===== src/rtl/intdiv_sub_unit.sv =====
// Registered SD2 conditional-negate and transfer-split stage for the integer divider.
// Each digit becomes a +1-weight sum bit and a -2-weight transfer bit, recombined carry-free.
module intdiv_sub_unit #(
    parameter int W = 8
) (
    input  logic           clk,
    input  logic           rst_n,
    input  logic           in_valid,
    input  logic           sub,
    input  logic [2*W-1:0] min,
    output logic           out_valid,
    output logic [W-1:0]   sum,
    output logic [W-1:0]   tr,
    output logic [2*W-1:0] res,
    output logic           tr_out
);

    logic [W-1:0]   sum_c;
    logic [W-1:0]   tr_c;
    logic [W-1:0]   tr_sh;
    logic [2*W-1:0] res_c;

    logic           valid_d, valid_q;
    logic [W-1:0]   sum_d, sum_q;
    logic [W-1:0]   tr_d, tr_q;
    logic [2*W-1:0] res_d, res_q;

    // Negation swaps p and n; both zero codes decompose to sum=0, tr=0.
    always_comb begin
        sum_c = '0;
        tr_c  = '0;
        for (int i = 0; i < W; i++) begin
            logic p_eff;
            logic n_eff;
            p_eff    = sub ? min[2*i]   : min[2*i+1];
            n_eff    = sub ? min[2*i+1] : min[2*i];
            sum_c[i] = p_eff ^ n_eff;
            tr_c[i]  = n_eff & ~p_eff;
        end
    end

    // Digit i takes its negative half from the transfer of digit i-1.
    always_comb begin
        tr_sh = tr_c << 1;
        res_c = '0;
        for (int i = 0; i < W; i++) begin
            res_c[2*i+1] = sum_c[i];
            res_c[2*i]   = tr_sh[i];
        end
    end

    always_comb begin
        valid_d = in_valid;
        sum_d   = sum_q;
        tr_d    = tr_q;
        res_d   = res_q;
        if (in_valid) begin
            sum_d = sum_c;
            tr_d  = tr_c;
            res_d = res_c;
        end
    end

    always_ff @(posedge clk) begin
        if (!rst_n) begin
            valid_q <= 1'b0;
            sum_q   <= '0;
            tr_q    <= '0;
            res_q   <= '0;
        end else begin
            valid_q <= valid_d;
            sum_q   <= sum_d;
            tr_q    <= tr_d;
            res_q   <= res_d;
        end
    end

    assign out_valid = valid_q;
    assign sum       = sum_q;
    assign tr        = tr_q;
    assign res       = res_q;
    assign tr_out    = tr_q[W-1];

endmodule


===== config.mk =====
export PLATFORM = sky130hd
export DESIGN_NAME = intdiv_sub_unit
export DESIGN_NICKNAME = d
export VERILOG_FILES = /design/src/rtl/intdiv_sub_unit.sv
export SDC_FILE = /design/constraint.sdc
export NUM_CORES = 1
export LEC_CHECK = 0
export CORE_ASPECT_RATIO = 0.75
export CORE_MARGIN = 2
export CORE_UTILIZATION = 39
export CTS_CLUSTER_DIAMETER = 150
export CTS_CLUSTER_SIZE = 8
export DETAILED_ROUTE_END_ITERATION = 7
export GPL_TIMING_DRIVEN = 1
export PLACE_DENSITY = 0.87
export SETUP_SLACK_MARGIN = 0.15
export SLEW_MARGIN = 25
export SYNTH_ARGS = -nofsm -noshare
export SYNTH_HDL_FRONTEND = slang
export SYNTH_SLANG_ARGS = --single-unit

===== constraint.sdc =====
create_clock -name clk -period 2.35 [get_ports clk]
set_input_delay 0.705 -clock clk [delete_from_list [all_inputs] [get_ports clk]]
set_output_delay 0.705 -clock clk [all_outputs]
set_load 0.005 [all_outputs]

Yosys cells after proc, flatten, opt, wreduce, memory -nomap -nowiden:

Index checks and enable logic that the tools add are counted.

* add/sub/neg operators: 0
* multiply operators: 0
* div/mod/pow operators: 0
* order comparisons: 0
* eq/ne operators: 0
* shift operators: 0
* mux-type cells: 16
* bitwise operators: 24
* reductions and logical operators: 0

Operators with widths (number)
* $mux W1: 16
* $and A1 B1 Y1: 8
* $not A1 Y1: 8
* $xor A1 B1 Y1: 8

* register bits: 32
* bits in latches: 0
* RAM bits: 0
* memory bits (read-only): 0
* bits of input ports: 20
* output and inout port bits: 34
* logic and storage cells: 44
* memories: 0

Longest topological paths before layout:

* word-level depth: 3
* gate-level depth with buffers: 6
* depth with buffers taken out: 4

Least setup slack after synthesis:

OpenSTA, ideal clock, no wires.

* path kind: in2reg
* start point: input sub
* end point: register sum_q[1], in the netlist sum[1]
* setup time: 0.116 ns
* arrival time: 1.719 ns
* data required time: 2.234 ns
* slack: 0.515 ns
* stages on the path: 6
* buffers on the path: 2
* path through: buf_6 > buf_4 > mux2_2 > ha_1 > nand2_1 > o211a_1

* longest elaborated chain between the ends: 2
* elaborated cells between the ends (all ways): 3
* classes of those cells: mux: 2; bitwise: 1

Ends and longest elaborated chain
* from (decl): line 9 `input logic sub,`
* $mux W1 (on tied branches): line 35, 36
* $xor A1 B1 Y1 (*): line 37 `sum_c[i] = p_eff ^ n_eff;`
* to (signal assigned): line 72 `sum_q <= sum_d;`
* to (decl): line 24 `logic [W-1:0] sum_d, sum_q;`

Every way passes the cells marked *; elsewhere a longest branch is shown, timed or not.
A chain may end at the register's enable or synchronous reset.

Final worst setup path:

Ends and elaborated chain as after synthesis.

==> impl_metrics.csv <==
group,metric,value,unit
status,outcome,"finished, final reports clean",
sta,skew,0,ps
finish,diodes,0,
logic_synthesis,yosys_most_used_dff,"dfxtp_1",
logic_synthesis,synth.largest_area_cell,"dfxtp_1",
power_and_ir_drop,power_density,468.2,nW/um^2
clock_tree,htree_levels,1,
critical_path,startpoint_type,"input port",
clock_tree,cts_tree,"done",
logic_synthesis,synthAdderAreaFrac,8.578,%
sta,fin_crit_sh,83.81,%
logic_synthesis,synth-edff-count,0,
logic_synthesis,synth-simple-area-share,9.069,%
logic_synthesis,async_flop_share,0,%
floorplan,initial_core_util,40.16,%
logic_synthesis,synth_fp_nets,125,
sta,finalHoldViolations,0,
floorplan,fp.dieArea,3047,sq um
critical_path,rrSetupSlack,1680,ps
detailed_routing,dr.pass1.iters,2,
hold_path,min_path_type,"flop to flop",
finish,drive_gt1_share,9.774,%
global_routing,met1_usage,18.80,%
sta,slew_headroom,64.56,%
power_and_ir_drop,power,685.4,uW
power_and_ir_drop,p_leak,0.6407,nW
place,gp_congestion,0.6976,
logic_synthesis,netlist_area,1021,sq um
clock_tree,cts_buffers,3,
logic_synthesis,synth_top_family_by_area,"multiplexers",
global_routing,grt_first_pass_wirelength,3.429,mm
clock_tree,postCtsSetupBuffers,0,
global_routing,grt_use_met3,3.953,%
sta,period_needed,1969,ps
logic_synthesis,synthMuxAreaShare,21.45,%
place,io_buffers,52,
sta,tns,0,ps
detailed_routing,vias_per_cell,4.633,
clock_tree,cts.repair.resized,0,
finish,nFillCells,229,
clock_tree,ctsLongestPathBuffers,2,
logic_synthesis,synth-seq-cells,17,
sta,setup_viol,0,
detailed_routing,remaining_drc_errors,0,
clock_tree,cts_hold_buf,0,
sta,rsz0062_at_grt,"no",
detailed_routing,drt-total-wl,2.108,mm
global_routing,busiest_layer,"met2",
detailed_routing,wl_per_cell,12.47,microns
floorplan,die_y,48.31,microns
logic_synthesis,synthTopCellsByCount,"buf_4, dfxtp_1, mux2i_1",
detailed_routing,drtIter0Drc,17,
logic_synthesis,synth.area.top_cells,"dfxtp_1, buf_4, mux2i_1",
critical_path,worstPathArrival,2160,ps
floorplan,num_rows,16,
critical_path,cp.required,2540,ps
sta,drv_slew,0,
clock_tree,root_buffer,"clkbuf_4",
logic_synthesis,yosysSeqAreaShare,33.33,%
detailed_routing,vias,783,
clock_tree,clock_sinks,17,
logic_synthesis,netlist_instances,98,
floorplan,dieWidth,63.08,microns
floorplan,pin_count,54,
finish,nNetsFinal,161,
global_routing,grt_max_degree,27,
logic_synthesis,yosysTopAreaCellShare,33.33,%
global_routing,grt_pass1_vias,727,
power_and_ir_drop,irDropWorstVdd,216.1,uV
critical_path,crit_type,"input port to flop",
floorplan,core,2542,sq um
global_routing,met2_usage,22.52,%
global_routing,grt_use_total,14.81,%
logic_synthesis,synthXorXnorAreaFrac,0.8578,%
critical_path,cp_max_fo,16,
logic_synthesis,synth_compound_area_share,8.946,%
clock_tree,clkLatencyLatePin,300,ps
global_routing,grt_remaining_overflow,0,
sta,worst_slew_pin_slew,530.0,ps
logic_synthesis,synth.avg_cell_area,10.42,sq um
sta,holdWs,520.8,ps
logic_synthesis,yosysMostFrequentCell,"buf_4",
logic_synthesis,yosys_warnings,0,
job,cap_violations,0,
critical_path,crit_path_end_kind,"flop",
clock_tree,clk_pin_slew,90,ps
sta,clock.fmax,0.5077,GHz
logic_synthesis,synth.distinct_cells,18,
detailed_routing,ant_nets,0,
global_routing,grt_antenna_before_repair,0,
finish,area_growth,43.38,%
[where the power goes]
part | internal, mW | switching [mW] | total, mW
Sequential | 0.308 | 0.0147 | 0.323
Combinational | 0.136 | 0.0679 | 0.204
Clock | 0.0633 | 0.0948 | 0.158
Total | 0.508 | 0.177 | 0.685
[layout by cell type, fill, tap and decap left out, types with 2 or more instances in the layout]
cell	netlist	final
clkdlybuf4s50_1	0	52
dfxtp_1	17	17
mux2i_1	14	14
mux2_2	7	7
nand2_1	7	7
o211a_1	7	7
nor2b_1	7	7
ha_1	7	7
clkbuf_4	0	3
o21ai_0	2	2
[critical path, stage by stage]
cell and delay, ps:
clkdlybuf4s50_1 500, buf_12 160, mux2_2 340, ha_1 280, nand2_1 50, o211a_1 110
[final timing paths]
kind	cells after the start	startpoint	end
worst max-delay path	6	sub	sum[1]
worst min-delay path	1	sum[2]	sum[2]
worst max register to register	2	tr[0]	tr[0]
worst min register to register	1	sum[2]	sum[2]
[stage by stage]
stage / util, % / cell area (sq um) / setup slack (ps) / cells
floorplan: - / 1021 / 514.6 / 98
global placement: 56.50 / 1436 / 89.85 / 165
detailed placement: 56.50 / 1436 / 66.12 / 165
CTS: 57.58 / 1464 / 376.1 / 169
global route: 57.58 / 1464 / 335.4 / 169
finish: 57.58 / 1464 / 380.5 / 169
[cells by family after synthesis]
| group | after synthesis |
|---|---|
| AND/OR/NAND/NOR | 17 |
| flip-flops | 17 |
| buffers and inverters | 23 |
| other | 1 |
| multiplexers | 21 |
| XOR/XNOR | 1 |
| adder cells (fa/ha/maj) | 7 |
| AO/OA/AOI/OAI | 11 |
[registers in the layout, summed over array words and instances (netlist names)]
| name | flops |
|---|---|
| tr | 8 |
| out_valid | 1 |
| sum | 8 |
[layout make-up]
type / instances / area, sq um / area share [%]
Clock inverter: 1 / 5.005 / 0.3419
Multi-Input combinational cell: 58 / 503.0 / 34.36
Clock buffer: 3 / 22.52 / 1.538
Sequential cell: 17 / 340.3 / 23.25
Tap cell: 36 / 45.04 / 3.077
Timing Repair Buffer: 54 / 548.0 / 37.44
[metal layers]
metal,share of wire (%),wire (microns),vias up
met3,7.3,154,4
li1,-,-,388
met1,48,1010,358
met4,2.5,52,0
met5,0,0,-
met2,42,890,33
Power figures use the tool's default switching activity.
